<file path="config.mk">
export PLATFORM = sky130hd
export DESIGN_NAME = stream_mux_flat
export DESIGN_NICKNAME = d
export VERILOG_FILES = /design/src/rtl/stream_mux_if.sv /design/src/rtl/stream_mux.sv /design/src/flat_wrapper.sv
export SDC_FILE = /design/constraint.sdc
export NUM_CORES = 1
export LEC_CHECK = 0
export CORE_MARGIN = 2
export CORE_UTILIZATION = 38
export DETAILED_ROUTE_END_ITERATION = 8
export GPL_TIMING_DRIVEN = 0
export PLACE_DENSITY = 0.89
export REMOVE_ABC_BUFFERS = 1
export SLEW_MARGIN = 20
export SYNTH_ARGS = -nofsm -noshare
export SYNTH_HDL_FRONTEND = slang
export SYNTH_SLANG_ARGS = --single-unit
</file>
<file path="constraint.sdc">
create_clock -name clk -period 2.1 [get_ports clk]
set_clock_uncertainty 0.2 [all_clocks]
set_input_delay 0.525 -clock clk [delete_from_list [all_inputs] [get_ports clk]]
set_output_delay 0.525 -clock clk [all_outputs]
set_load 0.1 [all_outputs]
</file>
<file path="src/rtl/stream_mux_if.sv">
// stream_mux_if: bundled input channels and output stream of the stream multiplexer.
interface stream_mux_if #(
   parameter int N_SEL = 2,
   parameter int WIDTH = 8
);
   localparam int N = 2 ** N_SEL;
   logic [N*WIDTH-1:0] in_data;
   logic [N-1:0]       in_valid;
   logic [N-1:0]       in_last;
   logic [N-1:0]       in_ready;
   logic [WIDTH-1:0]   out_data;
   logic               out_last;
   logic [N_SEL-1:0]   out_ch;
   logic               out_valid;
   logic               out_ready;
   modport master (
      output in_data, in_valid, in_last, out_ready,
      input  in_ready, out_data, out_last, out_ch, out_valid
   );
   modport slave (
      input  in_data, in_valid, in_last, out_ready,
      output in_ready, out_data, out_last, out_ch, out_valid
   );
endinterface

</file>
<file path="src/rtl/stream_mux.sv">
// stream_mux: registered multi-channel stream merge with packet-locked round-robin grant.
module stream_mux #(
   parameter int N_SEL = 2,
   parameter int WIDTH = 8
) (
   input logic        clk,
   input logic        rst,
   stream_mux_if.slave bus
);
   localparam int N = 2 ** N_SEL;
   typedef enum logic {IDLE, LOCK} state_t;
   state_t           state, state_nx;
   logic [N_SEL-1:0] ptr, grant, pick, idx;
   logic             found, room, load, done;
   // scan downward so the nearest valid channel at or after ptr wins
   always_comb begin
      pick  = ptr;
      found = 1'b0;
      idx   = ptr;
      for (int i = N - 1; i >= 0; i--) begin
         idx = ptr + N_SEL'(i);
         if (bus.in_valid[idx]) begin
            pick  = idx;
            found = 1'b1;
         end
      end
   end
   assign room         = !bus.out_valid || bus.out_ready;
   assign load         = state == LOCK && bus.in_valid[grant] && room;
   assign done         = load && bus.in_last[grant];
   assign bus.in_ready = (state == LOCK && room) ? N'(1) << grant : '0;
   always_comb state_nx = state == IDLE ? (found ? LOCK : IDLE) : (done ? IDLE : LOCK);
   always_ff @(posedge clk) begin
      if (rst) begin
         state         <= IDLE;
         ptr           <= '0;
         grant         <= '0;
         bus.out_data  <= '0;
         bus.out_last  <= 1'b0;
         bus.out_ch    <= '0;
         bus.out_valid <= 1'b0;
      end else begin
         state <= state_nx;
         if (state == IDLE && found) grant <= pick;
         if (done) ptr <= grant + N_SEL'(1);
         if (load) begin
            bus.out_data  <= bus.in_data[grant*WIDTH +: WIDTH];
            bus.out_last  <= bus.in_last[grant];
            bus.out_ch    <= grant;
            bus.out_valid <= 1'b1;
         end else if (bus.out_ready) begin
            bus.out_valid <= 1'b0;
         end
      end
   end
endmodule

</file>
<file path="src/flat_wrapper.sv">
// flat-port wrapper written by rule: the top's interface ports become plain ports
module stream_mux_flat 
#(
   parameter int N_SEL = 2,
   parameter int WIDTH = 8
)
  (clk, rst, bus_in_data, bus_in_valid, bus_in_last, bus_out_ready, bus_in_ready, bus_out_data, bus_out_last, bus_out_ch, bus_out_valid);
  stream_mux_if #(.N_SEL(N_SEL), .WIDTH(WIDTH)) bus_i ();
  input logic clk;
  input logic rst;
  input wire logic [$bits(bus_i.in_data)-1:0] bus_in_data;
  input wire logic [$bits(bus_i.in_valid)-1:0] bus_in_valid;
  input wire logic [$bits(bus_i.in_last)-1:0] bus_in_last;
  input wire logic [$bits(bus_i.out_ready)-1:0] bus_out_ready;
  output wire logic [$bits(bus_i.in_ready)-1:0] bus_in_ready;
  output wire logic [$bits(bus_i.out_data)-1:0] bus_out_data;
  output wire logic [$bits(bus_i.out_last)-1:0] bus_out_last;
  output wire logic [$bits(bus_i.out_ch)-1:0] bus_out_ch;
  output wire logic [$bits(bus_i.out_valid)-1:0] bus_out_valid;
  assign bus_i.in_data = bus_in_data;
  assign bus_i.in_valid = bus_in_valid;
  assign bus_i.in_last = bus_in_last;
  assign bus_i.out_ready = bus_out_ready;
  assign bus_in_ready = bus_i.in_ready;
  assign bus_out_data = bus_i.out_data;
  assign bus_out_last = bus_i.out_last;
  assign bus_out_ch = bus_i.out_ch;
  assign bus_out_valid = bus_i.out_valid;
  stream_mux #(.N_SEL(N_SEL), .WIDTH(WIDTH)) u_core (.clk(clk), .rst(rst), .bus(bus_i));
endmodule
</file>
# Yosys cells after proc, flatten, opt, wreduce, memory -nomap -nowiden
# Index checks and enable logic that the tools add are counted.
[word_totals]
regBits = 17
in_bits = 43
output_inout_bits = 16
wordCells = 53
[op_classes]
n_addsub = 4
n_lt_le_gt_ge = 5
shifts = 2
n_mux = 26
bitwise_logic = 1
n_reduce_logical = 8
[ops]
columns = ["cell", "count"]
rows = [
  ["32-bit by 6-bit variable part select with 8-bit output", 1],
  ["2-bit by 3-bit less-than comparator with 1-bit output (second input constant)", 5],
  ["1-bit 2-to-1 mux", 15],
  ["1-bit binary-select mux with 2-bit select", 6],
  ["2-bit 2-to-1 mux", 4],
  ["1-bit logical AND", 5],
  ["2-bit by 1-bit adder with 2-bit output (second input constant)", 2],
  ["2-bit adder (second input constant)", 2],
  ["4-bit 2-to-1 mux", 1],
  ["1-bit by 2-bit left shift with 4-bit output (first input constant)", 1],
  ["2-bit nonzero test", 1],
  ["1-bit logical NOT", 1],
  ["1-bit logical OR", 1],
  ["1-bit NOT", 1],
]

# Depth between registers and ports, before layout
# Gate-level depths: netlist of run 1.
[depth]
word_depth = 9
depth_mapped = 5

# Worst setup path before layout of run 1
# OpenSTA, ideal clock, no wires.
[synth_timing]
path_type = "flip-flop to output port"
startpoint = "register u_core.bus.out_valid"
endpoint = "output port bus_in_ready[0]"
arrival_time_ns = 1.856
required_time_ns = 1.375
slack_ns = -0.481
path_stages_with_launch = 3
path_cell_list = "dfxtp_1 -> nand2b_1 -> and3_1"
[synth_between]
elab_chain_len = 4
[synth_lines]
columns = ["item", "line", "rtl"]
rows = [
  ["from (decl)", "stream_mux_if.sv:22", "output in_ready, out_data, out_last, out_ch, out_valid"],
  ["from (signal assigned)", "stream_mux.sv:41", "bus.out_valid <= 1'b0;"],
  ["from (signal assigned)", "stream_mux.sv:50", "bus.out_valid <= 1'b1;"],
  ["from (signal assigned)", "stream_mux.sv:52", "bus.out_valid <= 1'b0;"],
  ["1-bit logical NOT", "stream_mux.sv:28", "assign room = !bus.out_valid || bus.out_ready;"],
  ["1-bit logical OR", "stream_mux.sv:28", ""],
  ["1-bit logical AND", "stream_mux.sv:31", "assign bus.in_ready = (state == LOCK && room) ? N'(1) << grant : '0;"],
  ["4-bit 2-to-1 mux", "stream_mux.sv:31", ""],
  ["to (decl)", "flat_wrapper.sv:15", "output wire logic [$bits(bus_i.in_ready)-1:0] bus_in_ready;"],
]
# Every way passes these cells.

# Worst setup path after layout of run 1
[layout_timing]
startpoint = "input port bus_in_valid[0]"
endpoint = "register u_core.bus.out_data[0]"
[layout_between]
elab_chain_len = 4
[layout_lines]
columns = ["item", "line", "rtl"]
rows = [
  ["from (decl)", "flat_wrapper.sv:12", "input wire logic [$bits(bus_i.in_valid)-1:0] bus_in_valid;"],
  ["1-bit binary-select mux with 2-bit select", "stream_mux.sv:29", "assign load = state == LOCK && bus.in_valid[grant] && room;"],
  ["1-bit 2-to-1 mux (not written as such)", "stream_mux.sv:29", ""],
  ["1-bit logical AND (2 in a row)", "stream_mux.sv:29", ""],
  ["to (signal assigned)", "stream_mux.sv:47", "bus.out_data <= bus.in_data[grant*WIDTH +: WIDTH];"],
  ["to (decl)", "stream_mux_if.sv:22", ""],
]
# Every way passes these cells. The select of a mux whose other input is x is not followed.
# A chain may end at the register's enable or synchronous reset.

==> results.md, run 1 <==
- Status: finished, final reports clean
- Mean routed wirelength per cell: about 16 um
- Max IR drop VDD: roughly 0.43 mV
- Synth warnings: 0
- Die Area: ~3300 um2
- Final Non-Filler Cells: 196
- H-tree lvl count: 1
- CTS buffer count: 3
- Root Driver: clkbuf_4
- CP startpoint kind: input pin
- Final setup fails: 0
- Hold Path Class: flop to flop
- Mapped Area: approximately 1100 um2
- Worst EP arrival: 2010 ps
- Nets@finish: between 200 and 250
- Crit Path Class: input pin to flop
- Worst-Skew Late Latency: between 200 and 300 ps
- Tcrit/Tclk final: about 99%
- Site Rows: 19
- Period minus WS final: ~2100 ps
- Antenna cells: 0
- Die H: 57.4 um
- Vias in the first global route: around 1100
- Worst Path Required: a little over 2000 ps
- IO buf count: just under 60
- Clock-pin slew on the worst setup and hold paths: around 100 ps
- Vias: roughly 1100
- Seq cells post-synth: 17
- Grt ovf: 0
- Syn Inst Count: between 100 and 150
- Mean Syn Cell Area: about 11 um2
- CP Capture Type: flop
- Clock sink count: 17
- Fmax: 483 MHz
- DRT iter0 DRCs: 17
- CTS Hold Bufs: 0
- Maximum fanout along the worst path: 10
- Detailed placement HPWL: between 2000 and 2500 um
- Rel. slew slack: about two fifths
- Share of layout cells above drive strength 1: between 40 and 50%
- PD cells: around 550 nW/um2
- Measured slew at the worst slew-check pin: ~870 ps
- Final Hold Fails: 0
- Synthesis-to-finish area growth: 69.2%
- Setup total negative slack: 0 ps
- First-pass GRT wire length: around 4900 um
- Pin count of the biggest net entering global routing: 18
- Die W: between 50 and 60 um
- Maximum clock path buffer count: 2
- Initial antenna violation count: 0
- GPL Wtd Cong: between 0.7 and 0.8
- Most common cell after layout, fill and taps aside: clkdlybuf4s50_1
- First-pass DRT Iterations: 4
- # fillers: roughly 210
- Pins Over Slew Limit: 0
- Synth cell types: 28
- P_leak: between 0.6 and 0.7 nW
- Remaining DRCs: 0
- Most frequent cells in the layout: 39 x clkdlybuf4s50_1, 14 x dfxtp_1, 12 x nand2_1, 12 x clkdlybuf4s15_2, 11 x nand2_2
- Tot GR Track Use: between 10% and 20%
- Vias per cell: roughly 5.4
- Core Area: about 2700 um2
- Final ANT Viol Nets: 0
- Dpl cells: between 150 and 200
- Starting Density: between 30% and 40%
- Seq/Total Area, Yosys: between 30% and 40%
- Final WL: approximately 3200 um
- Max Cap Viol: 0
- IO Pins: 59
- CTS tree: yes
[critical path, cell delays in order]
cell	delay [ps]
clkdlybuf4s50_1	490
mux4_2	580
and3_4	290
nand2_2	80
a21oi_2	50
[what timing repair did]
action	in CTS	in global routing
pin swaps	1	0
buffers inserted	6	0
resized for setup	80	6
endpoints found under the setup margin	31	15
[through the flow]
step	utilization (%)	total power (W)	setup WS [ps]	hold WS (ps)	area, um2
after floorplan	-	0.000649	-481	311	1040
after global placement	60.8	0.000793	-1170	246	1660
after detailed placement	60.8	0.000802	-1180	261	1660
after CTS	66.1	0.000998	24.9	276	1810
after global routing	67.1	0.00106	-18.5	297	1840
final	67.1	0.00101	31.1	273	1840
[state kept, by name, summed over array words and instances, names as in the netlist]
name	cells
u_core.ptr	2
u_core.grant	2
u_core.bus.out_ch	2
u_core.state	1
u_core.bus.out_last	1
u_core.bus.out_data	8
u_core.bus.out_valid	1
[worst paths after layout]
path	from	to	slack, ps	depth (start not counted)
max	bus_in_valid[0]	u_core.bus.out_data[0]	30	5
min	u_core.bus.out_data[4]	u_core.bus.out_data[4]	270	2
max reg2reg	u_core.grant[1]	u_core.bus.out_data[0]	220	5
min reg2reg	u_core.bus.out_data[4]	u_core.bus.out_data[4]	270	2
[cells in the mapped netlist (all sizes together)]
cell	count	area share, %
a21oi	14	9.9
nand2	23	10
buf	4	3.2
nand4	1	1.2
ha	4	4.6
mux4	10	21
o221ai	1	0.81
nor3b	1	0.69
clkbuf	2	0.69
and2b	1	0.69
and3	5	3.3
o21a	1	0.69
nor2b	1	0.58
o41ai	1	1.5
nand3	1	0.92
a211oi	2	1.4
a221oi	1	0.81
inv	5	1.7
nor2	2	0.69
nand2b	2	1.2
nor3	2	0.92
mux2i	2	1.8
dfxtp	17	31
[power breakdown]
group          leakage [nW]  switching (W)  internal, W  total [W]
clock                0.0177       0.000107    0.0000708   0.000178
sequential            0.140      0.0000236     0.000346   0.000369
combinational         0.523       0.000267     0.000196   0.000463
[metal layers]
layer / up-vias / track usage, % / part of all wire [%]
li1: 499 / - / -
met1: 493 / 18.9 / 36
met2: 52 / 39.3 / 56
met3: 8 / 2.72 / 5.1
met4: 0 / 8.64 / 3.4
met5: - / 0 / 0
[cell type report]
class / count / area, um2 / area share, %
clock buffers: 3 / 22.5 / 1.23
flip-flops and latches: 17 / 349 / 19.0
well taps: 31 / 38.8 / 2.11
inverters: 5 / 18.8 / 1.02
repair buffers: 64 / 684 / 37.3
clock inverters: 1 / 5.00 / 0.273
multi-input cells: 75 / 717 / 39.1
[logic make-up (layout without fill, tap and decap cells)]
group	after synthesis	count (layout)	synth area share (%)
simple gates	39	39	20.6
fa+ha+maj	4	4	4.61
flops	17	17	31.4
compound gates	20	20	15.1
buf+inv	11	73	5.65
mux	12	12	22.6
Note: power is estimated with default switching activity, not from simulation.
==> run 2: changes to the inputs <==
--- a/config.mk
+++ b/config.mk
@@ -7,11 +7,11 @@
 export LEC_CHECK = 0
 export CORE_MARGIN = 2
 export CORE_UTILIZATION = 38
+export CTS_CLUSTER_DIAMETER = 100
 export DETAILED_ROUTE_END_ITERATION = 8
 export GPL_TIMING_DRIVEN = 0
 export PLACE_DENSITY = 0.89
 export REMOVE_ABC_BUFFERS = 1
-export SLEW_MARGIN = 20
 export SYNTH_ARGS = -nofsm -noshare
 export SYNTH_HDL_FRONTEND = slang
 export SYNTH_SLANG_ARGS = --single-unit
==> results of run 2 <==
No change in the layout: final DEF, timing and power equal those of run 1.
